--- src/rtl/halt_pkg.sv ---
// halt_pkg: shared state encoding and drain-length default for the halt controller
package halt_pkg;
    typedef enum logic [1:0] {
        RUN    = 2'b00,
        DRAIN  = 2'b01,
        HALTED = 2'b10
    } state_t;
    localparam int DRAIN_CYCLES_DEF = 3;
endpackage

--- src/rtl/sat_counter.sv ---
// sat_counter: enabled up-counter with async clear that sticks at all-ones
module sat_counter #(
    parameter int WIDTH = 32
) (
    input  logic             clk,
    input  logic             rst_n,
    input  logic             en,
    output logic [WIDTH-1:0] q
);
    always_ff @(posedge clk or negedge rst_n)
        if (!rst_n)
            q <= '0;
        else if (en && q != '1)
            q <= q + 1'b1;
endmodule

--- src/rtl/halt_ctrl.sv ---
// halt_ctrl: accepts an ID-stage HLT, drains older instructions, then raises sticky hlt with PC+1
module halt_ctrl
    import halt_pkg::*;
#(
    parameter int PC_W         = 16,
    parameter int CNT_W        = 32,
    parameter int DRAIN_CYCLES = DRAIN_CYCLES_DEF
) (
    input  logic             clk,
    input  logic             rst_n,
    input  logic             hlt_dec,
    input  logic             id_valid,
    input  logic             stall_in,
    input  logic             flush,
    input  logic             wb_valid,
    input  logic [PC_W-1:0]  id_pc_plus_1,
    output logic             fetch_stop,
    output logic             hlt,
    output logic [PC_W-1:0]  pc,
    output logic [CNT_W-1:0] cycle_cnt,
    output logic [CNT_W-1:0] retired_cnt
);
    state_t     state;
    logic [3:0] drain_cnt;
    logic       accept;
    assign accept     = (state == RUN) && hlt_dec && id_valid && !stall_in && !flush;
    // combinational so the instruction fetched alongside the accepted HLT never lands in IF/ID
    assign fetch_stop = accept || (state != RUN);
    always_ff @(posedge clk or negedge rst_n) begin
        if (!rst_n) begin
            state     <= RUN;
            hlt       <= 1'b0;
            pc        <= '0;
            drain_cnt <= '0;
        end else if (accept) begin
            state     <= DRAIN;
            pc        <= id_pc_plus_1;
            drain_cnt <= 4'(DRAIN_CYCLES - 1);
        end else if (state == DRAIN) begin
            if (drain_cnt == 4'd0) begin
                state <= HALTED;
                hlt   <= 1'b1;
            end else
                drain_cnt <= drain_cnt - 4'd1;
        end
    end
    sat_counter #(.WIDTH(CNT_W)) u_cycle (
        .clk   (clk),
        .rst_n (rst_n),
        .en    (state != HALTED),
        .q     (cycle_cnt)
    );
    sat_counter #(.WIDTH(CNT_W)) u_retired (
        .clk   (clk),
        .rst_n (rst_n),
        .en    (wb_valid && state != HALTED),
        .q     (retired_cnt)
    );
endmodule

--- config.mk ---
export PLATFORM = sky130hd
export DESIGN_NAME = halt_ctrl
export DESIGN_NICKNAME = d
export VERILOG_FILES = /design/src/rtl/halt_pkg.sv /design/src/rtl/sat_counter.sv /design/src/rtl/halt_ctrl.sv
export SDC_FILE = /design/constraint.sdc
export NUM_CORES = 1
export LEC_CHECK = 0
export CAP_MARGIN = 20
export CORE_MARGIN = 1
export CORE_UTILIZATION = 51
export CTS_BUF_LIST = sky130_fd_sc_hd__clkbuf_8
export DETAILED_ROUTE_END_ITERATION = 8
export PLACE_DENSITY = 0.79
export SKIP_LAST_GASP = 1
export SLEW_MARGIN = 30
export SYNTH_ARGS = -nofsm -noshare
export SYNTH_HDL_FRONTEND = slang
export SYNTH_HIERARCHICAL = 1
export SYNTH_SLANG_ARGS = --single-unit
--- constraint.sdc ---
create_clock -name clk -period 2.7 [get_ports clk]
set_clock_uncertainty 0.1 [all_clocks]
set_input_delay 0.54 -clock clk [delete_from_list [all_inputs] [get_ports clk]]
set_output_delay 0.54 -clock clk [all_outputs]
set_load 0.005 [all_outputs]
Yosys cells after proc, flatten, opt, wreduce, memory -nomap -nowiden
Index checks and enable logic that the tools add are counted.
{"block": "op_classes", "add_sub_neg": 3, "multipliers": 0, "div": 0, "n_lt_le_gt_ge": 0, "n_eq_ne": 5, "n_shift": 0, "mux": 6, "bitwise_logic": 1, "reduce_logical": 18}
{"operator": "adder 32 x 1 -> 32 bit (second input constant)", "n": 2}
{"operator": "!= test 32 bit (second input constant)", "n": 2}
{"operator": "two-way mux 4 bit", "n": 3}
{"operator": "logical AND 1 bit", "n": 7}
{"operator": "two-way mux 2 bit", "n": 3}
{"operator": "nonzero test 2 bit", "n": 3}
{"operator": "zero test 4 bit", "n": 1}
{"operator": "!= test 2 bit (second input constant)", "n": 2}
{"operator": "AND reduction 2 bit", "n": 2}
{"operator": "subtractor 4 x 1 -> 4 bit (second input constant)", "n": 1}
{"operator": "AND reduction 3 bit", "n": 1}
{"operator": "== test 2 x 1 -> 1 bit (second input constant)", "n": 1}
{"operator": "zero test 1 bit", "n": 2}
{"operator": "zero test 2 bit", "n": 1}
{"operator": "logical OR 1 bit", "n": 1}
{"operator": "inverter 1 bit", "n": 1}
{"block": "totals", "ff_bits": 87, "latchBits": 0, "ram_bits": 0, "mem_bits_ro": 0, "inputBits": 23, "out_inout_bits": 82, "elab_cells": 39, "mem_count": 0}

Logic depth before layout (Yosys ltp)
Gate-level depths: netlist of the first run.
{"block": "logic_depth", "ltp_word": 7, "depth_mapped": 8, "ltp_nobuf": 7}

By module
The synthesis of the first run kept the hierarchy.
{"mod": "sat_counter at u_retired", "n_inst": 1, "cells_each": 151, "area_per_inst_um2": 1624.1, "seq_area_each_um2": 800.8}
{"mod": "sat_counter at u_cycle", "n_inst": 1, "cells_each": 140, "area_per_inst_um2": 1522.7, "seq_area_each_um2": 800.8}
{"mod": "halt_ctrl", "n_inst": 1, "cells_each": 75, "area_per_inst_um2": 1038.5, "seq_area_each_um2": 575.6}

Worst setup path after synthesis of the first run
No wires, ideal clock.
{"block": "synth_timing", "kind": "reg-to-reg", "start": "reg u_cycle.q[9]", "end": "reg u_cycle.q[30]", "setup_time_ns": 0.080, "t_arrival_ns": 2.100, "required_ns": 2.520, "slack_ns": 0.420, "path_stages_with_launch": 8, "path_buffers": 2, "period_less_slack_ns": 2.280, "cell_sequence": "dfrtp_1 clkbuf_1 nand4_1 or4_4 or3_1 buf_6 nor4_1 xnor2_1"}
{"block": "synth_between", "elab_chain_len": 2, "elab_cells_between_ends": 3, "classes_between": "1 x add/sub; 1 x eq/ne; 1 x reduce/logical"}
{"element": "from (decl)", "line_no": "sat_counter.sv:8", "text": "output logic [WIDTH-1:0] q"}
{"element": "from (signal assigned)", "line_no": "sat_counter.sv:14", "text": "q <= q + 1'b1;"}
{"element": "parallel branches: the longest is 2 deep, another holds adder 32 x 1 -> 32 bit"}
Parallel ways; which one is timed is not known.
A chain may end at the register's enable or synchronous reset.

Final worst setup path of the first run
{"block": "layout_timing", "start": "in hlt_dec", "end": "out fetch_stop"}
{"block": "layout_between", "elab_chain_len": 5}
{"element": "from (decl)", "line_no": "halt_ctrl.sv:11", "text": "input logic hlt_dec,"}
{"element": "logical AND 1 bit (4 in series)", "line_no": "halt_ctrl.sv:26", "text": "assign accept = (state == RUN) && hlt_dec && id_valid && !stall_in && !flush;"}
{"element": "logical OR 1 bit", "line_no": "halt_ctrl.sv:28", "text": "assign fetch_stop = accept || (state != RUN);"}
{"element": "to (decl)", "line_no": "halt_ctrl.sv:17", "text": "output logic fetch_stop,"}
Every way passes these cells.

==> run_results.csv, run 1 <==
group,metric,value,unit
clocking,cts_hold_repair.buffers,0,
timing,finalHoldViolations,0,
clocking,htreeDepth,3,
setup_path,regToRegEndpoint,"u_cycle/q[26]",
drt,route.antenna.remaining_nets,0,
drt,avgRoutedWirePerCell,15.95,µm
setup_path,crit_arrival,2000,ps
setup_path,cell_repeated_most_along_the_worst_path,"sky130_fd_sc_hd__clkdlybuf4s50_1",
timing,relative_slew_slack,58.89,%
grt,grtUsageTotal,23.12,%
job,max_cap_violations,0,
drt,detail_route.iter0.violations,135,
setup_path,worst_r2r_path_depth,5,
grt,initial_antenna_violation_count,0,
timing,tightest_pin_transition,616.6,ps
floorplanning,die-width,92.59,µm
timing,layout_worst_path_cycle_share,97.75,%
power_and_ir_drop,power_frac_clock,27.3,%
placed_design,dpl.hpwl,6767,µm
setup_path,critPathSlowestCell,"sky130_fd_sc_hd__clkdlybuf4s50_1",
power_and_ir_drop,power.share.combinational,26.2,%
clocking,worst_setup_hold_path_clk_slew,90,ps
setup_path,crit_start,"hlt_dec",
clocking,clk_latency,350,ps
synthesis,mappedNetlistArea,0.004185,mm²
timing,timing.final.crit_period,2639,ps
clocking,total_cts_buffers,9,
setup_path,critical_path_class,"in -> out",
grt,wire_length_of_the_first_global_routing_pass,15550,µm
floorplanning,i_o_pin_count,105,
finish,layout-drive-gt1-share,13.44,%
synthesis,synth_sequential_area_ratio,52.02,%
synthesis,asyncSetResetFlopFracSynth,100.0,%
timing,rsz0062_at_grt,"false",
timing,finalSetupViolCount,0,
setup_path,maximum_fanout_encountered_on_the_critical_timing_path,2,
synthesis,synth.distinct_cells,53,
placed_design,numPortBuffers,104,
synthesis,synthCells,366,
timing,final_max_slew_viol_count,0,
drt,route.detailed.drc,0,
synthesis,synthDominantAreaCellType,"sky130_fd_sc_hd__dfrtp_1",
power_and_ir_drop,p_int,2649,µW
drt,routed_wirelength,9457,µm
power_and_ir_drop,net-switching-power,1102,µW
synthesis,yosys_register_bits,87,
synthesis,postSynthAreaPerCell,11.44,µm²
synthesis,synthesis.nets,393,
drt,post_drt_via_cell_ratio,5.636,
drt,drt_first_pass_iters,7,
timing,setup_tns,0,ps
clocking,ctsRootBufferMaster,"sky130_fd_sc_hd__clkbuf_8",
power_and_ir_drop,power.share.switching,29.39,%
synthesis,yosys_warnings,6,
run_status,run_status,"completed",
synthesis,ys_top_cells_by_area,"sky130_fd_sc_hd__dfrtp_1, sky130_fd_sc_hd__xnor2_1, sky130_fd_sc_hd__mux2_2, sky130_fd_sc_hd__nand4_1, sky130_fd_sc_hd__xor2_1",
floorplanning,floorplan.initialDensity,53.33,%
finish,fillerInstances,596,
floorplanning,die_area,0.008573,mm²
setup_path,crit_chain,"clkdlybuf4s50_1, nor4bb_4, or3_1, clkdlybuf4s50_1",
placed_design,place_worst_setup_slack,-90.97,ps
power_and_ir_drop,vdd_drop_max,0.0004207,V
clocking,tritoncts_num_sinks,87,
drt,dr_total_vias,3342,
timing,hold-worst-slack,91.52,ps
finish,flow.area_growth_from_synthesis,34.71,%
grt,grt_remaining_overflow,0,
clocking,cts_tree,"built",
synthesis,synth_enable_flop_cells,0,
power_and_ir_drop,leakagePower,0.002346,µW
finish,most_frequent_cells_in_the_layout,"sky130_fd_sc_hd__clkdlybuf4s50_1, sky130_fd_sc_hd__dfrtp_1, sky130_fd_sc_hd__xnor2_1",
floorplanning,core_area,0.007848,mm²
synthesis,postSynth.topFlopCell,"sky130_fd_sc_hd__dfrtp_1",
setup_path,start_kind,"input port",
setup_path,slowest_delay,500,ps
finish,final_common_cell,"sky130_fd_sc_hd__clkdlybuf4s50_1",
finish,insertedDiodeCount,0,
floorplanning,dieHeight,92.59,µm
setup_path,rrSetupSlack,230,ps
finish,finalNetCount,513,
timing,maxClockFrequency,378.9,MHz
worst_hold_path,hold_path_class,"in -> async",
grt,vias_in_the_first_global_route,3294,
timing,post-route-worst-setup-slack,60.73,ps
floorplanning,floorplan.rows,32,
setup_path,cp-end-kind,"output pin",
power_and_ir_drop,power.density_cell_area,665.3,mW/mm²
setup_path,critical_path_rt,2060,ps
placed_design,finalWeightedCongestion,0.7974,
setup_path,worst_reg2reg_startpoint,"u_cycle/q[4]",
setup_path,crit_buf_inv,2,
setup_path,critical-path-top-delay-family,"buffers and inverters",
synthesis,synth_top_area_share,52.02,%
grt,grt_start_max_net_pins,50,
clocking,clk_path_buf_depth,2,
power_and_ir_drop,seq_power_share,46.4,%
-- worst register-to-register path, stage by stage, from the launching register on --
cell and delay (ps):
sky130_fd_sc_hd__dfrtp_1 460, sky130_fd_sc_hd__nand4_2 190, sky130_fd_sc_hd__or4_4 570, sky130_fd_sc_hd__or3_1 500, sky130_fd_sc_hd__nor4_1 410, sky130_fd_sc_hd__xnor2_1 160
-- worst max path at each step --
stage                     to  depth (start not counted)
3_5_place_dp      fetch_stop                          5
3_3_place_gp      fetch_stop                          5
2_1_floorplan  u_cycle/q[30]                          7
6_report          fetch_stop                          4
4_1_cts           fetch_stop                          4
5_1_grt           fetch_stop                          4
-- power by group through the flow --
stage / combinational [µW] / clock, µW / sequential, µW
final: 983 / 1030 / 1740
after floorplan: 449 / 0 / 1730
after CTS: 994 / 1050 / 1740
after global placement: 957 / 0 / 1750
after global routing: 1060 / 1110 / 1780
after detailed placement: 986 / 0 / 1760
-- logic make-up after synthesis --
group                      after synthesis  synth area share [%]
AOI/OAI and AO/OA                       24                 4.873
xor gates and xnor gates                59                 12.35
adders and majority gates                4                 1.196
buffers and inverters                   15                 1.883
DFF                                     87                 52.02
muxes                                   19                 5.112
and+or+nand+nor                        158                 22.57
-- Yosys cell counts, drive strengths merged (3+ instances only) --
library cell  number
or4                3
a21o               3
nor3              10
nand4             32
nand3             27
xor2              16
nor4              10
and3               6
a21oi              7
nand2             26
mux2              19
inv                9
xnor2             43
and4               7
nor2              21
buf                4
dfrtp             87
ha                 4
-- metrics by stage --
step           cells  power [µW]  util, %  cell area [µm²]
6_report         593        3751    71.84             5638
4_1_cts          593        3784    71.84             5638
3_5_place_dp     578        2749    68.85             5403
3_3_place_gp     578        2702    68.85             5403
2_1_floorplan    366        2181        -             4185
5_1_grt          593        3951    71.84             5638
-- flip-flops by register name (all words and copies together), names as in the netlist --
register     flops
drain_cnt        4
hlt              1
pc              16
state            2
u_cycle/q       32
u_retired/q     32
-- timing repair --
item,CTS,global route
resized for setup,3,0
buffers inserted,0,0
setup endpoints to repair,1,0
-- cell type report --
type                       instances  area [µm²]  share of cell area (%)
timing repair buffer             115        1120                   19.86
sequential                        87        2177                   38.62
clock buffer                      10       137.6                   2.441
inverter                           9       33.78                  0.5992
multi-input combinational        264        1951                   34.60
clock inverter                     6       91.34                   1.620
tap                              102       127.6                   2.264
-- layer usage --
layer / GRT usage [%] / share of wire [%] / vias up
met4: 8.203 / 1.6 / 0
met3: 5.419 / 5.7 / 20
met1: 30.26 / 44 / 1632
li1: - / - / 1565
met5: 0 / 0 / -
met2: 37.59 / 48 / 125
Power figures use the tool's default switching activity.
==> run 2: changes to the inputs <==
--- a/config.mk
+++ b/config.mk
@@ -5,7 +5,6 @@
 export SDC_FILE = /design/constraint.sdc
 export NUM_CORES = 1
 export LEC_CHECK = 0
-export CAP_MARGIN = 20
 export CORE_MARGIN = 1
 export CORE_UTILIZATION = 51
 export CTS_BUF_LIST = sky130_fd_sc_hd__clkbuf_8
==> results of run 2 <==
The final DEF is identical to that of run 1; final timing and power are the same.
